### config.mk
export PLATFORM = sky130hd
export DESIGN_NAME = seg7_scan_reader
export DESIGN_NICKNAME = d
export VERILOG_FILES = /design/src/rtl/seg7_pkg.sv /design/src/rtl/seg7_pattern_decode.sv /design/src/rtl/seg7_scan_reader.sv
export SDC_FILE = /design/constraint.sdc
export NUM_CORES = 1
export LEC_CHECK = 0
export CELL_PAD_IN_SITES_DETAIL_PLACEMENT = 1
export CELL_PAD_IN_SITES_GLOBAL_PLACEMENT = 2
export CORE_MARGIN = 5
export CORE_UTILIZATION = 25
export DETAILED_ROUTE_END_ITERATION = 7
export PLACE_DENSITY = 0.66
export SLEW_MARGIN = 20
export SYNTH_ARGS = -nofsm -noshare
export SYNTH_HDL_FRONTEND = slang
export SYNTH_SLANG_ARGS = --single-unit
### constraint.sdc
create_clock -name CLK -period 2.1 [get_ports CLK]
set_input_delay 0.42 -clock CLK [delete_from_list [all_inputs] [get_ports CLK]]
set_output_delay 0.42 -clock CLK [all_outputs]
set_load 0.005 [all_outputs]
### src/rtl/seg7_pkg.sv
// rtl/seg7_pkg.sv - shared 7-segment glyph constants and scan FSM states
package seg7_pkg;

    // Active-low g..a patterns; bit 7 (DP) is handled separately.
    localparam logic [6:0] GLYPH_0 = 7'h40;
    localparam logic [6:0] GLYPH_1 = 7'h79;
    localparam logic [6:0] GLYPH_2 = 7'h24;
    localparam logic [6:0] GLYPH_3 = 7'h30;
    localparam logic [6:0] GLYPH_4 = 7'h19;
    localparam logic [6:0] GLYPH_5 = 7'h12;
    localparam logic [6:0] GLYPH_6 = 7'h02;
    localparam logic [6:0] GLYPH_7 = 7'h58;
    localparam logic [6:0] GLYPH_8 = 7'h00;
    localparam logic [6:0] GLYPH_9 = 7'h10;
    localparam logic [6:0] GLYPH_A = 7'h08;
    localparam logic [6:0] GLYPH_B = 7'h03;
    localparam logic [6:0] GLYPH_C = 7'h46;
    localparam logic [6:0] GLYPH_D = 7'h21;
    localparam logic [6:0] GLYPH_E = 7'h06;
    localparam logic [6:0] GLYPH_F = 7'h0E;
    localparam logic [6:0] SEG_BLANK = 7'h7F;

    localparam logic [6:0] GLYPHS [16] = '{
        GLYPH_0, GLYPH_1, GLYPH_2, GLYPH_3, GLYPH_4, GLYPH_5, GLYPH_6, GLYPH_7,
        GLYPH_8, GLYPH_9, GLYPH_A, GLYPH_B, GLYPH_C, GLYPH_D, GLYPH_E, GLYPH_F
    };

    typedef enum logic [1:0] {
        IDLE,
        SETTLE,
        HOLD
    } scan_state_e;

endpackage

### src/rtl/seg7_pattern_decode.sv
// rtl/seg7_pattern_decode.sv - active-low segment pattern to hex value lookup
module seg7_pattern_decode
    import seg7_pkg::*;
(
    input  logic [6:0] seg,
    output logic [3:0] value,
    output logic       hit,
    output logic       blank
);

    always_comb begin
        value = '0;
        hit   = 1'b0;
        for (int i = 0; i < 16; i++) begin
            if (seg == GLYPHS[i]) begin
                value = 4'(i);
                hit   = 1'b1;
            end
        end
    end

    assign blank = (seg == SEG_BLANK);

endmodule

### src/rtl/seg7_scan_reader.sv
// rtl/seg7_scan_reader.sv - qualifies multiplexed 7-segment strobes and captures per-digit hex values
module seg7_scan_reader
    import seg7_pkg::*;
#(
    parameter  int N_DIGITS      = 4,
    parameter  int STABLE_CYCLES = 4,
    localparam int IDX_W         = (N_DIGITS > 1) ? $clog2(N_DIGITS) : 1
) (
    input  logic                  CLK,
    input  logic                  RST,
    input  logic [7:0]            SEG,
    input  logic [N_DIGITS-1:0]   DIG_N,
    output logic [4*N_DIGITS-1:0] DIGITS,
    output logic [N_DIGITS-1:0]   DP,
    output logic [N_DIGITS-1:0]   VALID,
    output logic [N_DIGITS-1:0]   ERR,
    output logic                  UPD,
    output logic [IDX_W-1:0]      UPD_IDX
);

    localparam int IN_W  = N_DIGITS + 8;
    localparam int CNT_W = (STABLE_CYCLES > 1) ? $clog2(STABLE_CYCLES + 1) : 1;
    localparam logic [CNT_W-1:0] CNT_ONE = CNT_W'(1);
    localparam logic [CNT_W-1:0] CNT_TGT = CNT_W'(STABLE_CYCLES);

    logic [IN_W-1:0]       in_q, in_d;
    logic [IN_W-1:0]       prev_q, prev_d;
    scan_state_e           state_q, state_d;
    logic [CNT_W-1:0]      cnt_q, cnt_d;
    logic [4*N_DIGITS-1:0] digits_q, digits_d;
    logic [N_DIGITS-1:0]   dp_q, dp_d;
    logic [N_DIGITS-1:0]   valid_q, valid_d;
    logic [N_DIGITS-1:0]   err_q, err_d;
    logic                  upd_q, upd_d;
    logic [IDX_W-1:0]      upd_idx_q, upd_idx_d;

    logic [N_DIGITS-1:0] dig_s;
    logic [7:0]          seg_s;
    logic                legal;
    logic                changed;
    logic                capture;
    logic [IDX_W-1:0]    idx;
    logic [3:0]          dec_value;
    logic                dec_hit;
    logic                dec_blank;

    assign dig_s   = in_q[IN_W-1:8];
    assign seg_s   = in_q[7:0];
    assign legal   = $onehot(~dig_s);
    assign changed = (in_q != prev_q);

    seg7_pattern_decode u_decode (
        .seg   (seg_s[6:0]),
        .value (dec_value),
        .hit   (dec_hit),
        .blank (dec_blank)
    );

    always_comb begin
        idx = '0;
        for (int i = 0; i < N_DIGITS; i++) begin
            if (!dig_s[i]) idx = IDX_W'(i);
        end
    end

    always_comb begin
        in_d    = {DIG_N, SEG};
        prev_d  = in_q;
        state_d = state_q;
        cnt_d   = cnt_q;
        capture = 1'b0;
        case (state_q)
            IDLE: begin
                if (legal) begin
                    state_d = SETTLE;
                    cnt_d   = CNT_ONE;
                end else begin
                    cnt_d = '0;
                end
            end
            SETTLE: begin
                if (!changed) begin
                    cnt_d = cnt_q + 1'b1;
                end else if (legal) begin
                    cnt_d = CNT_ONE;
                end else begin
                    state_d = IDLE;
                    cnt_d   = '0;
                end
            end
            HOLD: begin
                if (changed && legal) begin
                    state_d = SETTLE;
                    cnt_d   = CNT_ONE;
                end else if (changed) begin
                    state_d = IDLE;
                    cnt_d   = '0;
                end
            end
            default: begin
                state_d = IDLE;
                cnt_d   = '0;
            end
        endcase
        // Checking the next count lets STABLE_CYCLES=1 capture right after the first sample.
        if (state_d == SETTLE && cnt_d >= CNT_TGT) begin
            capture = 1'b1;
            state_d = HOLD;
        end
    end

    always_comb begin
        digits_d  = digits_q;
        dp_d      = dp_q;
        valid_d   = valid_q;
        err_d     = err_q;
        upd_d     = capture;
        upd_idx_d = capture ? idx : upd_idx_q;
        for (int i = 0; i < N_DIGITS; i++) begin
            if (capture && !dig_s[i]) begin
                dp_d[i]    = ~seg_s[7];
                valid_d[i] = dec_hit;
                err_d[i]   = !dec_hit && !dec_blank;
                if (dec_hit) digits_d[4*i +: 4] = dec_value;
            end
        end
    end

    always_ff @(posedge CLK) begin
        if (RST) begin
            in_q      <= '1;
            prev_q    <= '1;
            state_q   <= IDLE;
            cnt_q     <= '0;
            digits_q  <= '0;
            dp_q      <= '0;
            valid_q   <= '0;
            err_q     <= '0;
            upd_q     <= 1'b0;
            upd_idx_q <= '0;
        end else begin
            in_q      <= in_d;
            prev_q    <= prev_d;
            state_q   <= state_d;
            cnt_q     <= cnt_d;
            digits_q  <= digits_d;
            dp_q      <= dp_d;
            valid_q   <= valid_d;
            err_q     <= err_d;
            upd_q     <= upd_d;
            upd_idx_q <= upd_idx_d;
        end
    end

    assign DIGITS  = digits_q;
    assign DP      = dp_q;
    assign VALID   = valid_q;
    assign ERR     = err_q;
    assign UPD     = upd_q;
    assign UPD_IDX = upd_idx_q;

endmodule

Yosys cells after proc, flatten, opt, wreduce, memory -nomap -nowiden

Index checks and enable logic that the tools add are counted.

Bits in registers: 60
Input bits: 14
Output and inout port bits: 31

Add/sub/neg operators: 4
Order comparisons: 1
Eq/ne operators: 21
Multiplexer cells: 47
Bitwise operators: 2
Reduce and logical (&&, ||, !) cells: 20

Operator list:

| kind                                           | number |
|---|---|
| == test 7 bit (second input constant)          | 5 |
| 2-to-1 mux 4 bit                               | 8 |
| == test 7 x 5 -> 1 bit (second input constant) | 3 |
| == test 7 x 6 -> 1 bit (second input constant) | 3 |
| 2-to-1 mux 3 bit                               | 7 |
| 2-to-1 mux 1 bit                               | 20 |
| 2-to-1 mux 2 bit                               | 10 |
| == test 7 x 2 -> 1 bit (second input constant) | 2 |
| == test 7 x 4 -> 1 bit (second input constant) | 2 |
| inequality test 12 bit                         | 1 |
| one-hot mux 3 bit (3 select lines)             | 1 |
| AND reduction 2 bit                            | 4 |
| == test 7 x 3 -> 1 bit (second input constant) | 1 |
| logical AND 1 bit                              | 7 |
| zero test 7 bit                                | 1 |
| zero test 1 bit                                | 6 |
| one-hot mux 2 bit (3 select lines)             | 1 |
| adder 1 x 1 -> 2 bit                           | 2 |
| == test 2 x 1 -> 1 bit (second input constant) | 2 |
| NOT 4 bit                                      | 1 |
| adder 2 x 2 -> 3 bit                           | 1 |
| adder 3 x 1 -> 3 bit (second input constant)   | 1 |
| == test 3 x 1 -> 1 bit (second input constant) | 1 |
| >= comparator 3 bit (second input constant)    | 1 |
| 4 further kinds                                | 4 |

Depth between registers and ports, before layout

Gate-level depths: netlist of the first run.

Depth after elaboration: 19
Gate-level depth with buffers: 9

Cells and area by module

A second synthesis of the first run with hierarchy kept.

Cells, all modules: 281
Area total of the unflattened synthesis: 2,845.2 um2

Modules (own cells, without submodules):

| module              | instances | cells each | area each (um2) | sequential area each (um2) |
|---|---|---|---|---|
| seg7_scan_reader    | 1         | 226        | 2,462.4         | 1,201.2 |
| seg7_pattern_decode | 1         | 55         | 382.9           | 0.0 |

Worst setup path before layout of the first run

OpenSTA, ideal clock, no wires.

Path kind: register to register
Start: register in_q[8]
End: register state_q[0]
Arrival: 1.946 ns
Required time: 2.026 ns
Setup slack: 0.080 ns
Stages on the path, launching flop included: 9
Clock period less this slack: 2.020 ns
Cells stage by stage: dfxtp_1 > fa_1 > inv_1 > ha_1 > ha_1 > nor2_1 > nand2_1 > or3_1 > a31oi_1

Longest elaborated chain between the ends: 10
Elaborated cells on any way between the ends: 21

RTL lines:

| element                                                                                  | line                                           | source |
|---|---|---|
| start: declaration                                                                       | seg7_scan_reader.sv:26                         | `logic [IN_W-1:0] in_q, in_d;` |
| start signal: assignment                                                                 | seg7_scan_reader.sv:142                        | `in_q <= in_d;` |
| NOT 4 bit                                                                                | seg7_scan_reader.sv:49                         | `assign legal = $onehot(~dig_s);` |
| adder 1 x 1 -> 2 bit (implied by the code)                                               | seg7_scan_reader.sv:49                         |  |
| adder 2 x 2 -> 3 bit (implied by the code)                                               | seg7_scan_reader.sv:49                         |  |
| == test 3 x 1 -> 1 bit                                                                   | seg7_scan_reader.sv:49                         |  |
| 2-to-1 mux 1 bit, or another cell as far along                                           | seg7_scan_reader.sv:74, seg7_scan_reader.sv:84 |  |
| 2-to-1 mux 3 bit, or another cell as far along                                           | seg7_scan_reader.sv:82                         | `if (!changed) begin` |
| one-hot mux 3 bit (3 select lines) or one-hot mux 2 bit (3 select lines) (tied branches) | seg7_scan_reader.sv:72                         | `case (state_q)` |
| >= comparator 3 bit or == test 2 x 1 -> 1 bit (tied branches)                            | seg7_scan_reader.sv:106                        | `if (state_d == SETTLE && cnt_d >= CNT_TGT) begin` |
| logical AND 1 bit                                                                        | seg7_scan_reader.sv:106                        |  |
| OR reduction 2 bit (no line)                                                             | --                                             |  |
| end signal: assignment                                                                   | seg7_scan_reader.sv:144                        | `state_q <= state_d;` |
| end: declaration                                                                         | seg7_scan_reader.sv:28                         | `scan_state_e state_q, state_d;` |

Parallel ways exist; a longest one is shown, timed or not.
A chain may end at the register's enable or synchronous reset.

Worst setup path after layout of the first run

Start: register in_q[2]
End: register state_q[0]

Longest elaborated chain between the ends: 7
Elaborated cells on any way between the ends: 14

RTL lines:

| element                                                                                  | line                    | source |
|---|---|---|
| inequality test 12 bit *                                                                 | seg7_scan_reader.sv:50  | `assign changed = (in_q != prev_q);` |
| 2-to-1 mux 3 bit, or another cell as far along                                           | seg7_scan_reader.sv:95  | `end else if (changed) begin` |
| 2-to-1 mux 3 bit or 2-to-1 mux 2 bit (tied branches)                                     | seg7_scan_reader.sv:92  | `if (changed && legal) begin` |
| one-hot mux 3 bit (3 select lines) or one-hot mux 2 bit (3 select lines) (tied branches) | seg7_scan_reader.sv:72  |  |
| >= comparator 3 bit or == test 2 x 1 -> 1 bit (tied branches)                            | seg7_scan_reader.sv:106 |  |
| logical AND 1 bit                                                                        | seg7_scan_reader.sv:106 |  |
| OR reduction 2 bit (no line)                                                             | --                      |  |

Every way passes the cells marked *; elsewhere a longest branch is shown, timed or not.

==> impl_metrics.ini, run 1 <==
[routing]
wl_per_cell_microns = 17.1
vias = 2625
wl_microns = 9300
drt_pre_antenna_iters = 4
vias_per_cell = 4.82
remaining_drc_errors = 0
ant_nets = 0
drt-initial-drc-count = 67

[sta]
maxSlewViolCount = 0
fin_crit_ps = 2030
worst_pin_slew_ps = 485
finalClockSkew_ps = 8.20
slew_headroom_pct = 67.5
hold_viol = 0
fin_ws_ps = 68.1
setup_viol = 0
grt_setup_unrepaired = true
holdWs_ps = 463
final.period_utilization_pct = 96.8
max_freq_mhz = 492

[synth]
syn_nets = 328
synth_edf_count = 0
synth_seq_area_share_pct = 41.6
ys_warn_count = 0
yosys.cell_types.count = 62
syn_area_sq_um = 2890
synth.avg_cell_area_sq_um = 9.31
ys.flop_type = dfxtp_1
async_flop_share_pct = 0
synthCells = 310
synth-seq-cells = 60

[place]
place_congestion = 0.808
dpl.hpwl_microns = 6750
portBuffers = 44
dpl_worst_slack_ps = -72.4
dp.cells = 515
placed_area_sq_um = 3700

[finish]
syn2layout_area_growth_pct = 47.3
drive_above_1_share_pct = 31.6
final_cell_mix = 51 x dfxtp_1, 49 x buf_4, 44 x clkdlybuf4s50_1
n_antenna_cell = 0
final_nets = 415
final_common_cell = dfxtp_1
finalNonFillerCells = 545
final_area_sq_um = 4250

[outcome]
outcome = finished clean

[floorplanning]
row_count = 39
coreArea_sq_um = 11400
die_width_microns = 117
die_area_sq_um = 13800
die_h_microns = 117
initial_utilization_pct = 25.4
ios = 45

[critical_path]
worstPathArrival_ps = 2280
crit_buf_inv = 4
critPathMaxStageDelay_ps = 330
r2r_slack_ps = 70
crit_top_cell = buf_4
end_kind = register
cp_slowest_cell = dfxtp_2
critical_path_class = register to register
crit_path_cell_trace = buf_6 > xor2_2 > nor4_2 > buf_4 > clkdlybuf4s15_2 > and3_1 > buf_4 > nand3_1 > a31oi_1
cp.required_ps = 2350
critPathMaxFanout = 8
cp_top_family = buffers and inverters
start_kind = register

[power]
p_per_area_nw_per_um2 = 676
p_leak_nw = 1.55
ir_worst_vdd_mv = 0.291
finalPower_mw = 2.87

[cts]
numClockSinks = 60
cts_root_buf = clkbuf_16
clk_pin_slew_ps = 50
cts_htree_levels = 3
cts_buffers = 9
cts_tree = done
clk_path_buf_depth = 2
clock_latency_ps = 330

[grt]
grt_overflow_total = 0
grt_pass1_vias = 2782
gr-usage-all-layers_pct = 13.3
antenna_found_initial = 0
grt_max_degree = 21
grt_pass1_wl_microns = 14800

[flow_run]
cap_violations = 0

[hold_path]
worst_hold_path_type = register to register
-- cells by family (layout without fill, tap and decap cells) --
logic type | after synthesis | in the layout | share of synthesized area (%)
simple gates | 120 | 121 | 24.8
compound gates | 72 | 72 | 20.7
buf+inv | 40 | 131 | 6.68
fa+ha+maj | 4 | 4 | 1.99
flops | 60 | 60 | 41.6
xor+xnor | 14 | 14 | 4.25
-- per-layer routing --
metal	global-route usage, %	wire, microns	vias up
li1	-	-	1301
met1	16.5	4340	1280
met2	21.8	4540	36
met3	3.71	295	8
met4	4.93	119	0
met5	0	0	-
-- report_power, final --
part           internal [mW]  switching [mW]  leakage [nW]
combinational          0.170           0.186         0.934
sequential              1.17          0.0293         0.488
clock                  0.796           0.524         0.127
-- path summary, 6_finish.rpt --
check | from | endpoint | depth (start not counted)
hold / removal | DP[3] | DP[3] | 2
setup reg to reg | in_q[2] | state_q[0] | 9
setup / recovery | in_q[2] | state_q[0] | 9
hold reg to reg | DP[3] | DP[3] | 2
-- synthesized netlist by cell type, drive strengths merged, types with 2 or more instances --
library cell / n / area [sq um]
a21oi: 14 / 70.1
a311oi: 8 / 95.1
o221a: 4 / 45.0
nor3: 5 / 25.0
nor2b: 2 / 12.5
nand2: 23 / 86.3
nor4: 4 / 43.8
inv: 16 / 60.1
a21boi: 3 / 22.5
or2: 22 / 138
a22oi: 3 / 22.5
nand3: 7 / 35.0
xor2: 13 / 114
and3: 4 / 25.0
a31oi: 2 / 12.5
ha: 3 / 37.5
nand4: 5 / 46.3
o21ai: 4 / 20.0
o21a: 6 / 45.0
o32ai: 9 / 97.6
nand2b: 5 / 31.3
clkbuf: 10 / 37.5
buf: 14 / 95.1
nand3b: 6 / 45.0
dfxtp: 60 / 1200
nor3b: 2 / 15.0
nor2: 17 / 66.3
and4: 4 / 35.0
o22ai: 7 / 43.8
or3: 6 / 37.5
and3b: 2 / 17.5
-- what timing repair did --
| item | 4_1_cts | 5_1_grt |
|---|---|---|
| gates resized for setup | 9 | 27 |
| hold buffers | 0 | 0 |
| setup buffers | 1 | 11 |
| setup endpoints to repair | 4 | 29 |
| pin swaps | 7 | 15 |
| gates cloned | 0 | 2 |
-- sequential cells by signal, summed over array words and instances (netlist names) --
name	cells
prev_q	12
VALID	4
UPD_IDX	2
UPD	1
DIGITS	16
cnt_q	3
state_q	2
ERR	4
in_q	12
DP	4
-- per-stage QoR --
stage          setup TNS, ps  utilization, %
4_1_cts                -1.69            35.2
3_3_place_gp           -70.0            32.5
3_5_place_dp            -153            32.5
2_1_floorplan              0               -
5_1_grt                -25.7            37.4
6_report                   0            37.4
-- area by class of cell --
type / count / area (sq um)
inverters: 16 / 60.1
well taps: 143 / 179
clock buffers: 12 / 236
repair buffers: 99 / 893
multi-input cells: 211 / 1640
clock inverters: 4 / 26.3
fillers: 1289 / 7120
flip-flops and latches: 60 / 1220
-- worst min-delay path: stages, from the launching register on --
cell and delay (ps):
dfxtp_1 310, nand2_1 50, a21oi_1 50
(Power assumes the default switching activity.)
==> run 2, diff against run 1 <==
--- a/config.mk
+++ b/config.mk
@@ -11,7 +11,7 @@
 export CORE_UTILIZATION = 25
 export DETAILED_ROUTE_END_ITERATION = 7
 export PLACE_DENSITY = 0.66
-export SLEW_MARGIN = 20
+export SLEW_MARGIN = 15
 export SYNTH_ARGS = -nofsm -noshare
 export SYNTH_HDL_FRONTEND = slang
 export SYNTH_SLANG_ARGS = --single-unit
==> results of run 2 <==
Final layout, timing and power as in run 1 (identical DEF).
==> patch (settings of run 2) <==
`dp_q` no longer has a reset.
--- a/src/rtl/seg7_scan_reader.sv
+++ b/src/rtl/seg7_scan_reader.sv
@@ -133,7 +133,6 @@
             state_q   <= IDLE;
             cnt_q     <= '0;
             digits_q  <= '0;
-            dp_q      <= '0;
             valid_q   <= '0;
             err_q     <= '0;
             upd_q     <= 1'b0;
@@ -144,12 +143,15 @@
             state_q   <= state_d;
             cnt_q     <= cnt_d;
             digits_q  <= digits_d;
-            dp_q      <= dp_d;
             valid_q   <= valid_d;
             err_q     <= err_d;
             upd_q     <= upd_d;
             upd_idx_q <= upd_idx_d;
         end
+    end
+
+    always_ff @(posedge CLK) begin
+        dp_q <= dp_d;
     end
 
     assign DIGITS  = digits_q;
Formal check against the unedited RTL: differs if RST is asserted again (counterexample within 10 cycles, from zero or initial values and one cycle with RST high); with RST held inactive, the same outputs for 10 cycles.
==> patch against run 2 <==
  * Cell count decreased by 9.4%
  * Count of clock-buffer cells in the layout unchanged
  * Area after synthesis decreased by 9.1%
  * Wire length decreased by 22%
  * Largest power group unchanged
  * Fmax increased by 1.3%
  * Setup slack improved by 0.027 ns
  * Cell area decreased by 10%
  * Total power decreased by 4.8%
  * Sequential cell count unchanged
  * First-iteration DRC count decreased by 1.5%
  * Largest cell class unchanged
==> patch: results (changes against run 2) <==
Parameter                              Value

CTS
  Number of buffers created by CTS ... 9 (unchanged)
  CTS H-Tree Depth ... 3 (unchanged)
  Skew-Pair Late Insertion Delay ... ~0.34 ns
  Max Buffers Root-to-Sink ... 2 (unchanged)
  Clock-pin slew reported for the worst setup and hold paths after clock tree synthesis ... 0.07 ns (+0.02 ns)
  Root Driver ... clkbuf_8

Critical path
  Critical path fanouts, max ... 5 (-3)
  Signal arrival time at the worst endpoint ... 2.23 ns (-0.05 ns)

Pwr
  Peak VDD IR ... 0.000263 V (-9.6%)
  LEAKAGE ... 1.39 nW (-10%)

Timing
  Max-slew headroom at the worst pin ... 0.611 (-0.0640)
  Worst clock skew on the final layout ... 0.00769 ns (-0.000514 ns)

Cells and area
  Layout Nets ... 371 (-11%)
  Largest register FFs ... 16 (unchanged)
  Diodes inserted ... 0 (unchanged)
  Non-filler instance count after layout ... 494 (-9.4%)
  Number of filler cells placed in the layout ... 1170 (-9.2%)
  Share of layout cells above drive strength 1 ... 0.279 (-0.0366)

Global route
  All-layer global routing usage ... 0.118 (-0.0146)
  Initial antenna violation count ... 0 (unchanged)
  Pin count of the biggest net entering global routing ... 53 (+150%)
  First-pass GRT wire length ... 11.8 mm (-20%)
  Number of global-route vias before repair ... 2386 (-14%)

Status
  Result of the run ... finished, final reports clean

Routing
  WL per Instance ... 14.7 um (-14%)
  DRC violation total after the first TritonRoute iteration ... 66 (-1.5%)
  Post-DR vias/cell ... 4.60 (-4.6%)
  Count of TritonRoute iterations in the first routing pass ... 4 (unchanged)

Synth
  Share of async-settable or async-resettable flops after synthesis ... 0 (unchanged)
  Sequential-to-total area share from yosys stat ... 0.473 (+0.0570)
  Most instantiated cells after synthesis ... dfxtp_1, or2_2, nor2_1
  Xor/xnor share of the synthesized area ... 0.0568 (+0.0143)
  Area share of fa/ha/maj cells after synthesis ... 0.0258 (+0.00582)
  Predominant post-synthesis flop cell ... dfxtp_1
  Post-Synthesis Net Count ... 298 (-9.1%)
  Post-synthesis mux area share ... 0 (unchanged)
  Netlist cell types ... 45 (-27%)
  Synthesized-area fraction occupied by ao, oa, aoi and oai cells ... 0.149 (-0.0580)
  Number of enable-type register cells in the synthesized netlist ... 4 (+4)
  Top area cells in the synthesized netlist ... dfxtp_1, or2_2, xor2_1
  Per-instance average area after synthesis ... 9.37 um2 (+0.63%)
  Yosys warns ... 0 (unchanged)

Placed design
  Routability Congestion ... 0.795 (-1.6%)
  Number of cells in the design after placement ... 473 (-8.2%)
  Number of input and output port buffers inserted ... 44 (unchanged)
  Final HPWL from detailed placement ... 5.18 mm (-23%)

Min path
  Worst min-delay path category ... flip-flop to flip-flop
==> patch: cell types whose count changed in the layout (fill, tap and decap cells not counted), sizes merged, moves of 8 or more <==
| cell | before | now |
|---|---|---|
| nor3 | 5 | 13 |
| buf | 54 | 39 |
| inv | 16 | 7 |
| a21oi | 14 | 22 |
| a22o | 0 | 9 |
| o32ai | 9 | 1 |
==> patch: routing by layer <==
metal	wire, um	vias up	track usage
met4	111	0	0.0313
met3	255	8	0.0442
met2	3580	33	0.196
met1	3310	1098	0.144
li1	-	1131	-
met5	0	-	0
==> patch: report_power, final <==
group | leakage [nW] | switching (mW) | internal, mW | total, mW
Sequential | 0.494 | 0.0203 | 1.18 | 1.20
Combinational | 0.768 | 0.121 | 0.115 | 0.236
Clock | 0.127 | 0.451 | 0.852 | 1.30
==> patch: repair_timing <==
item                                    4_1_cts  5_1_grt
endpoints found under the setup margin        1       25
pin swaps                                     1        8
gates resized for setup                       0       25
endpoints found under the hold margin         0        0
buffers inserted                              0        4
cloned                                        0        1
==> patch: worst max-delay path, cell delays in order, from the launching register on <==
cell,delay (ns)
dfxtp_4,0.36
buf_4,0.14
fa_1,0.49
inv_1,0.05
ha_1,0.20
ha_4,0.28
nor2_4,0.03
buf_4,0.12
a31oi_1,0.17
nor2_1,0.06
==> patch: cell families (layout without fill, tap and decap cells) <==
logic type,count (synthesis),count (layout)
DFF,60,60
AOI/OAI and AO/OA,59,59
and+or+nand+nor,111,111
adders and majority gates,5,5
buffers and inverters,28,106
xor gates and xnor gates,17,17
==> patch: path summary, 6_finish.rpt <==
kind,depth (start not counted),from,endpoint,slack [ns]
setup / recovery,9,in_q[11]$_SDFF_PP1_,state_q[0]$_SDFF_PP0_,0.09
hold / removal,2,ERR[0]$_SDFFE_PP0P_,ERR[0]$_SDFFE_PP0P_,0.46
setup reg to reg,9,in_q[11]$_SDFF_PP1_,state_q[0]$_SDFF_PP0_,0.09
hold reg to reg,2,ERR[0]$_SDFFE_PP0P_,ERR[0]$_SDFFE_PP0P_,0.46
==> patch: final cells by class <==
class,count,area (um2),share of cell area
inverter,7,26.3,0.00691
clock buffer,12,155,0.0408
clock inverter,4,95.1,0.0250
multi-input combinational,192,1310,0.345
timing repair buffer,83,800,0.210
tap,136,170,0.0447
sequential,60,1250,0.328
==> patch: metrics by stage <==
stage	cell area [um2]	setup WS (ns)	setup TNS, ns	hold WS (ns)
6_report	3800	0.0947	0	0.456
3_5_place_dp	3420	-0.0406	-0.0406	0.451
2_1_floorplan	2620	0.132	0	0.445
3_3_place_gp	3420	0.0446	0	0.446
4_1_cts	3670	0.0120	0	0.465
5_1_grt	3800	-0.0284	-0.0478	0.487
